**src/rtl/current_bias_calib_multi.sv**
```systemverilog
// Multi-channel ADC offset calibrator: discard SETTLE conversions, average 2^LOG2_N per
// channel, publish in-range averages as bias with per-channel out-of-range flags.

module current_bias_calib_lane #(
  parameter int W      = 12,
  parameter int LOG2_N = 8,
  parameter int LIMIT  = 400
) (
  input  logic         clk,
  input  logic         rst_n,
  input  logic         clr,
  input  logic         add,
  input  logic         fin,
  input  logic [W-1:0] sample,
  output logic [W-1:0] bias,
  output logic         err_ch,
  output logic         oor
);
  localparam int AW = W + LOG2_N;
  localparam logic signed [W:0] LIM = (W+1)'(LIMIT);

  logic [AW-1:0]   acc;
  logic signed [W:0] avg_x;

  // Dropping the low LOG2_N bits of a two's-complement sum floors toward -inf.
  assign avg_x = {acc[AW-1], acc[AW-1:LOG2_N]};
  assign oor   = (avg_x > LIM) || (avg_x < -LIM);

  always_ff @(posedge clk or negedge rst_n) begin
    if (!rst_n) begin
      acc    <= '0;
      bias   <= '0;
      err_ch <= 1'b0;
    end else begin
      if (clr)      acc <= '0;
      else if (add) acc <= acc + {{LOG2_N{sample[W-1]}}, sample};
      if (fin) begin
        err_ch <= oor;
        if (!oor) bias <= avg_x[W-1:0];
      end
    end
  end
endmodule

module current_bias_calib_multi #(
  parameter int CH     = 3,
  parameter int W      = 12,
  parameter int LOG2_N = 8,
  parameter int SETTLE = 2000,
  parameter int LIMIT  = 400
) (
  input  logic          clk,
  input  logic          rst_n,
  input  logic          start,
  input  logic          abort,
  input  logic          adc_rdy,
  input  logic [CH*W-1:0] adc_data,
  output logic [CH*W-1:0] bias,
  output logic          busy,
  output logic          rdy,
  output logic          err,
  output logic [CH-1:0] err_ch
);
  localparam int SW    = (SETTLE > 1) ? $clog2(SETTLE + 1) : 1;
  localparam int N_SMP = 1 << LOG2_N;

  typedef enum logic [1:0] {IDLE, SETL, ACC, DONE} state_t;

  state_t        state;
  logic [SW-1:0] set_cnt;
  logic [LOG2_N:0] smp_cnt;
  logic [CH-1:0] oor;
  logic          clr, add, fin;

  // Accumulators sit cleared while idle, so every entry into ACC starts from zero.
  assign clr  = (state == IDLE);
  assign add  = (state == ACC) && adc_rdy && !abort;
  assign fin  = (state == DONE);
  assign busy = (state != IDLE);

  for (genvar i = 0; i < CH; i++) begin : g_lane
    current_bias_calib_lane #(.W(W), .LOG2_N(LOG2_N), .LIMIT(LIMIT)) u_lane (
      .clk    (clk),
      .rst_n  (rst_n),
      .clr    (clr),
      .add    (add),
      .fin    (fin),
      .sample (adc_data[i*W +: W]),
      .bias   (bias[i*W +: W]),
      .err_ch (err_ch[i]),
      .oor    (oor[i])
    );
  end

  always_ff @(posedge clk or negedge rst_n) begin
    if (!rst_n) begin
      state   <= IDLE;
      set_cnt <= '0;
      smp_cnt <= '0;
      rdy     <= 1'b0;
      err     <= 1'b0;
    end else begin
      rdy <= 1'b0;
      case (state)
        IDLE: if (start && !abort) begin
          if (SETTLE == 0) begin
            state   <= ACC;
            smp_cnt <= (LOG2_N+1)'(N_SMP);
          end else begin
            state   <= SETL;
            set_cnt <= SW'(SETTLE);
          end
        end
        SETL: if (abort) state <= IDLE;
          else if (adc_rdy) begin
            set_cnt <= set_cnt - 1'b1;
            if (set_cnt == SW'(1)) begin
              state   <= ACC;
              smp_cnt <= (LOG2_N+1)'(N_SMP);
            end
          end
        ACC: if (abort) state <= IDLE;
          else if (adc_rdy) begin
            smp_cnt <= smp_cnt - 1'b1;
            if (smp_cnt == (LOG2_N+1)'(1)) state <= DONE;
          end
        // Completion wins over a late abort.
        DONE: begin
          state <= IDLE;
          rdy   <= 1'b1;
          err   <= |oor;
        end
        default: state <= IDLE;
      endcase
    end
  end
endmodule
```
**config.mk**
```make
export PLATFORM = sky130hd
export DESIGN_NAME = current_bias_calib_multi
export DESIGN_NICKNAME = d
export VERILOG_FILES = /design/src/rtl/current_bias_calib_multi.sv
export SDC_FILE = /design/constraint.sdc
export NUM_CORES = 1
export LEC_CHECK = 0
export BUFFER_PORTS_ARGS = -buffer_cell sky130_fd_sc_hd__buf_4
export CAP_MARGIN = 10
export CORE_MARGIN = 2
export CORE_UTILIZATION = 40
export CTS_BUF_LIST = sky130_fd_sc_hd__clkbuf_4 sky130_fd_sc_hd__clkbuf_8
export CTS_CLUSTER_SIZE = 8
export DETAILED_ROUTE_END_ITERATION = 12
export PLACE_DENSITY = 0.64
export SKIP_LAST_GASP = 1
export SLEW_MARGIN = 40
export SYNTH_ARGS = -nofsm -noshare
export SYNTH_HDL_FRONTEND = slang
export SYNTH_SLANG_ARGS = --single-unit
```
**constraint.sdc**
```tcl
create_clock -name clk -period 3.1 [get_ports clk]
set_input_delay 0.62 -clock clk [delete_from_list [all_inputs] [get_ports clk]]
set_output_delay 0.62 -clock clk [all_outputs]
set_load 0.01 [all_outputs]
```
Word-level counts from Yosys, hierarchy flattened:

Cells that the tools add are included.

* output and inout bits: 42
* register bits after elaboration: 123
* logic and storage cells: 87
* bits of input ports: 41

* bitwise operators: 3
* add/sub/neg operators: 5
* order comparisons: 6
* reduce and logical (&&, ||, !) cells: 19
* eq/ne operators: 15
* muxes and demuxes: 25

Operators by type and width (count)
* $mux 20: 6
* $add 20x20->20: 3
* $mux 9: 5
* $gt 12x10->1 const B: 3
* $lt 12x10->1 const B: 3
* $mux 11: 3
* $pmux 11 s2: 1
* $pmux 9 s2: 1
* $mux 2: 7
* $eq 11x1->1 const B: 1
* $sub 11x1->11 const B: 1
* $ne 2x2->1 const B: 5
* $eq 9x1->1 const B: 1
* $ne 3x3->1 const B: 3
* $sub 9x1->9 const B: 1
* $pmux 2 s4: 1
* $reduce_bool 2->1: 4
* $reduce_and 2->1: 3
* $reduce_and 6->1: 1
* $reduce_and 5->1: 1
* $eq 2x2->1 const B: 2
* $reduce_and 4->1: 1
* $logic_and 1x1->1: 3
* $logic_or 1x1->1: 3
* other kinds (8): 10

Longest topological paths before layout:

* word-level depth: 5
* mapped depth: 10
* mapped depth without buffers: 10

Modules after synthesis:

From an unflattened synthesis, not the netlist that was laid out.

* cell total of the unflattened synthesis: 863
* area total of the unflattened synthesis: 8475.6 µm²

Modules (own cells, without submodules)
* current_bias_calib_lane at g_lane[1].u_lane ...: cells an instance 249, area each 2439.8 µm², instances 2
* current_bias_calib_lane at g_lane[0].u_lane: cells an instance 219, area each 2232.1 µm², instances 1
* current_bias_calib_multi: cells an instance 146, area each 1363.8 µm², instances 1

Worst setup path before layout:

No wires, ideal clock.

* path type: input-to-reg
* start point: in adc_data[0]
* end point: reg g_lane[0].u_lane.acc[18]
* data required time: 2.971 ns
* buffers on the path: 0
* arrival: 2.766 ns
* stages: 10
* setup slack: 0.205 ns
* cell sequence: ha_1 -> fa_1 -> a21o_1 -> a21oi_1 -> o21ai_0 -> a221oi_1 -> nor2_1 -> a221oi_1 -> or4b_2 -> nand3_1

* longest elaborated chain between the ends: 3

Ends and longest elaborated chain
* start, declared: RTL line 57 `input logic [CH*W-1:0] adc_data,`
* $add 20x20->20: RTL line 36 `else if (add) acc <= acc + {{LOG2_N{sample[W-1]}}, sample};`
* $mux 20: RTL line 36
* $mux 20: RTL line 35 `if (clr) acc <= '0;`
* end signal, assigned: RTL line 36
* end, declared: RTL line 22 `logic [AW-1:0] acc;`

No other way between the ends. The select of a mux whose other input is x is not followed.
A chain may end at the register's enable or synchronous reset.

Worst setup path after layout:

* start point: reg g_lane[2].u_lane.acc[0]
* end point: reg g_lane[2].u_lane.acc[18]

* longest elaborated chain between the ends: 3

Ends and longest elaborated chain (RTL line)
* start, declared: 22
* start signal, assigned: 36
* $add 20x20->20: 36
* $mux 20: 36
* $mux 20: 35

No other way between the ends. The select of a mux whose other input is x is not followed.

==> metrics.md <==
| Metric | Value |
|---|---|
| Status | completed |
| Detail Route Antenna Nets | 0 |
| Number of register bits inferred by synthesis | between 100 and 150 |
| Arr. time, crit path | 3100 ps |
| Initial antenna violation count | 0 |
| Number of gates resized after cts | 0 |
| Required arrival time at the worst endpoint | 3440 ps |
| Crit path buf inv count | 0 |
| Critical Path End Type | register |
| CTS hold repair buffers | 0 |
| Final clock period utilization by the worst path | 0.8895 |
| Number of enable flip-flop cells after synthesis | 0 |
| H-tree depth reported by CTS | 4 |
| Row cnt | 50 |
| Synthesized area per cell | about 9.7 µm² |
| Total vias in the final route | 6,239 |
| Path type of the worst setup path | register to register |
| Portion of total power attributed to the clock network | 0.443 |
| Total routing usage reported by global routing | 0.1854 |
| Placed cell count | 1,091 |
| Count of endpoints failing setup in the final report | 0 |
| Overflow left after global routing | 0 |
| Cell Chain, Critical Path | ha_1 -> fa_1 -> a21o_1 -> a21oi_1 -> o21ai_0 -> a41oi_1 -> o21ai_1 -> a221oi_1 -> xor2_1 -> o21ai_1 |
| Register area share after synthesis | 0.4018 |
| Area of all placed cells without fillers | 9024 µm² |
| Final hold violations | 0 |
| Most common library cell in the layout ignoring fill and taps | sky130_fd_sc_hd__dfrtp_1 |
| Worst slew slack as a fraction of its limit | 0.5025 |
| DR iter-0 viols | 268 |
| Chip Height | about 140 µm |
| Via count of the first global-routing pass | around 6,100 |
| Post-CTS setup buffer count | 0 |
| Per-cell routed wire length | 15.67 µm |
| Remaining routing DRC violations | 0 |
| Highest fanout seen on the critical path | 3 |
| Slowest stage cell, crit path | sky130_fd_sc_hd__dfrtp_1 |
| P&R area growth vs syn | 17.80% |
| Number of pins exceeding their max-slew limit in the final report | 0 |
| Power Density | 398.1 nW/µm² |
| Cell area after technology mapping | 7660 µm² |
| Maximum count of clock buffers along a single path | 2 |
| Setup_tns | 0 ps |
| Combinational fraction of design power | 0.091 |
| Clock root buffer | sky130_fd_sc_hd__clkbuf_8 |
| Setup repair after global routing missed its margin | no |
| Hold Crit Class | input port to asynchronous set/reset pin |
| Fin cells | 1,123 |
| Die Area | 20,270 µm² |
| Top Ports | 83 |
| Share of synthesized registers carrying an async set or reset | 1.000 |
| Clock period minus final worst setup slack | 2758 ps |
| Type of origin of the critical path | register |
| Cell class contributing the biggest share of worst-path delay | compound AO/OA/AOI/OAI gates |
| Clock sinks | 123 |
| Effective utilization at floorplan | 0.4081 |
| Number of buffers created by CTS | 17 |
| Total placed instance area | between 8000 and 9000 µm² |
| Vias per inst | 5.556 |
| Actual transition at the worst max-transition pin | 736.6 ps |
| Critical path's most frequent cell | sky130_fd_sc_hd__o21ai_1 |
| First-pass GRT wire length | 30.13 mm |
| Post-detailed-placement half-perimeter wirelength | 12.72 mm |
| Largest net degree at the start of global routing | 81 |
| Maximum VDD drop | approximately 0.27 mV |
| Buffers on Ports | 82 |
| Number of different library cells in the post-synthesis netlist | between 60 and 70 |
| Stage delay of the slowest cell on the critical path | between 300 and 400 ps |
| Highest-count cells in the layout ignoring fill and taps | 123 x sky130_fd_sc_hd__dfrtp_1, 95 x sky130_fd_sc_hd__buf_4, 64 x sky130_fd_sc_hd__o21ai_0, 62 x sky130_fd_sc_hd__nand3_1, 61 x sky130_fd_sc_hd__ha_1 |
| Internal power summed over all cells | 2.656 mW |
| RePlAce Congestion | around 0.82 |
| Number of instances in the synthesized netlist | 791 |
| Clock edge transition at the registers on the reported setup and hold paths | 80 ps |
| Number of detailed-route iterations in the first pass | 4 |
| X dimension of the die | 142.4 µm |
| Number of nets in the layout | 981 |
| Clock tree from TritonCTS | built |
| Antenna diode count | 0 |
| Overall power | 3.592 mW |
| Max-capacitance violation count | 0 |
| Worst Skew | 8.543 ps |
| Layout Utilization | 0.4808 |
| Share of power burned in registers | 0.466 |
| Static leakage | 4.441 nW |
| Routed WL | around 18 mm |
| Net switching power figure | 935.9 µW |
| Share of final-layout standard cells stronger than drive strength 1 | 0.2002 |
| Count of synthesis-stage warnings from yosys | 0 |
| Timing-limited maximum frequency | ~360 MHz |
| Number of nets in the synthesized netlist | around 900 |
| Clock latency of the later-clocked register in the worst-skew pair | 450 ps |
| CORE AREA | 18,770 µm² |
| Most used DFF post-synth | sky130_fd_sc_hd__dfrtp_1 |
| Switch share | 0.2606 |
synth_stat cells (4+ instances only):
cell / count / area share
sky130_fd_sc_hd__nand3_1: 62 / 0.041
sky130_fd_sc_hd__o211ai_1: 6 / 0.0059
sky130_fd_sc_hd__o21a_1: 4 / 0.0039
sky130_fd_sc_hd__o21ai_0: 64 / 0.042
sky130_fd_sc_hd__ha_1: 61 / 0.10
sky130_fd_sc_hd__xor2_1: 27 / 0.031
sky130_fd_sc_hd__a221oi_1: 4 / 0.0046
sky130_fd_sc_hd__xnor2_1: 33 / 0.038
sky130_fd_sc_hd__mux2_2: 33 / 0.049
sky130_fd_sc_hd__o21ai_1: 14 / 0.0091
sky130_fd_sc_hd__nand2b_1: 6 / 0.0049
sky130_fd_sc_hd__nand4_1: 6 / 0.0049
sky130_fd_sc_hd__dfrtp_1: 123 / 0.40
sky130_fd_sc_hd__nand2_1: 48 / 0.024
sky130_fd_sc_hd__and3_1: 4 / 0.0033
sky130_fd_sc_hd__nand3b_1: 4 / 0.0039
sky130_fd_sc_hd__a31oi_1: 7 / 0.0057
sky130_fd_sc_hd__a211oi_1: 10 / 0.0098
sky130_fd_sc_hd__inv_1: 22 / 0.011
sky130_fd_sc_hd__clkbuf_1: 23 / 0.011
sky130_fd_sc_hd__mux2i_1: 4 / 0.0052
sky130_fd_sc_hd__nor3_1: 11 / 0.0072
sky130_fd_sc_hd__a21oi_1: 48 / 0.031
sky130_fd_sc_hd__o21bai_1: 9 / 0.0088
sky130_fd_sc_hd__or3_1: 10 / 0.0082
sky130_fd_sc_hd__nor2_1: 47 / 0.023
sky130_fd_sc_hd__a21o_1: 31 / 0.030
sky130_fd_sc_hd__buf_1: 5 / 0.0025
sky130_fd_sc_hd__o41ai_1: 8 / 0.0091
final cells by class:
| cell class | count | area (µm²) |
|---|---|---|
| Fill cell | 1799 | 9744 |
| Multi-Input combinational cell | 615 | 4380 |
| Sequential cell | 123 | 3078 |
| Timing Repair Buffer | 97 | 753.2 |
| Tap cell | 234 | 292.8 |
| Clock buffer | 18 | 241.5 |
| Clock inverter | 14 | 195.2 |
| Inverter | 22 | 82.58 |
flip-flops by register name (all words and copies together), names as in the netlist:
| name | cells |
|---|---|
| smp_cnt | 9 |
| err | 1 |
| g_lane.u_lane.bias | 36 |
| state | 2 |
| set_cnt | 11 |
| g_lane.u_lane.acc | 60 |
| rdy | 1 |
| g_lane.u_lane.err_ch | 3 |
path summary, 6_finish.rpt:
path,from,endpoint,slack (ps),cells after the start
max in group asynchronous,rst_n,g_lane[0].u_lane.acc[10],2180,2
min in group clk,abort,state[0],400,2
max reg2reg,g_lane[2].u_lane.acc[0],g_lane[2].u_lane.acc[18],340,10
min reg2reg,smp_cnt[1],smp_cnt[1],490,2
min,rst_n,g_lane[1].u_lane.acc[4],130,1
max,g_lane[2].u_lane.acc[0],g_lane[2].u_lane.acc[18],340,10
logic make-up (layout without fill, tap and decap cells):
kind of cell             Yosys count  after routing  synth area share
multiplexers                      37             37           0.05374
AO/OA/AOI/OAI                    235            235            0.1986
adder cells (fa/ha/maj)           64             64            0.1075
XOR/XNOR                          60             60           0.06861
buffers and inverters             53            151           0.02744
AND/OR/NAND/NOR                  219            219            0.1423
flip-flops                       123            123            0.4018
worst reg2reg max path: stages, from the launching register on:
cell and delay (ps):
sky130_fd_sc_hd__dfrtp_1 390, sky130_fd_sc_hd__ha_1 220, sky130_fd_sc_hd__fa_1 390, sky130_fd_sc_hd__a21o_1 170, sky130_fd_sc_hd__a21oi_1 270, sky130_fd_sc_hd__o21ai_0 180, sky130_fd_sc_hd__a41oi_1 300, sky130_fd_sc_hd__o21ai_1 150
sky130_fd_sc_hd__a221oi_1 310, sky130_fd_sc_hd__xor2_1 180, sky130_fd_sc_hd__o21ai_1 70
routing by layer:
layer	track usage	wire (µm)
met1	0.2587	8694
met2	0.2914	8002
met3	0.03735	711
met4	0.05680	194
met5	0	0
power groups by stage:
| stage | clock [mW] | combinational (mW) | sequential, mW |
|---|---|---|---|
| finish | 1.59 | 0.327 | 1.67 |
| global placement | 0 | 0.328 | 1.70 |
| global route | 1.70 | 0.373 | 1.68 |
| detailed placement | 0 | 0.329 | 1.70 |
| floorplan | 0 | 0.192 | 1.69 |
| CTS | 1.64 | 0.331 | 1.67 |
stage by stage:
| stage | worst slack [ps] | hold WS (ps) |
|---|---|---|
| 2_1_floorplan | 205.1 | 324.4 |
| 3_3_place_gp | 70.42 | 461.5 |
| 3_5_place_dp | 11.66 | 471.9 |
| 4_1_cts | 351.9 | 136.0 |
| 5_1_grt | 135.4 | 159.5 |
| 6_report | 342.5 | 131.8 |
(Power assumes the default switching activity.)
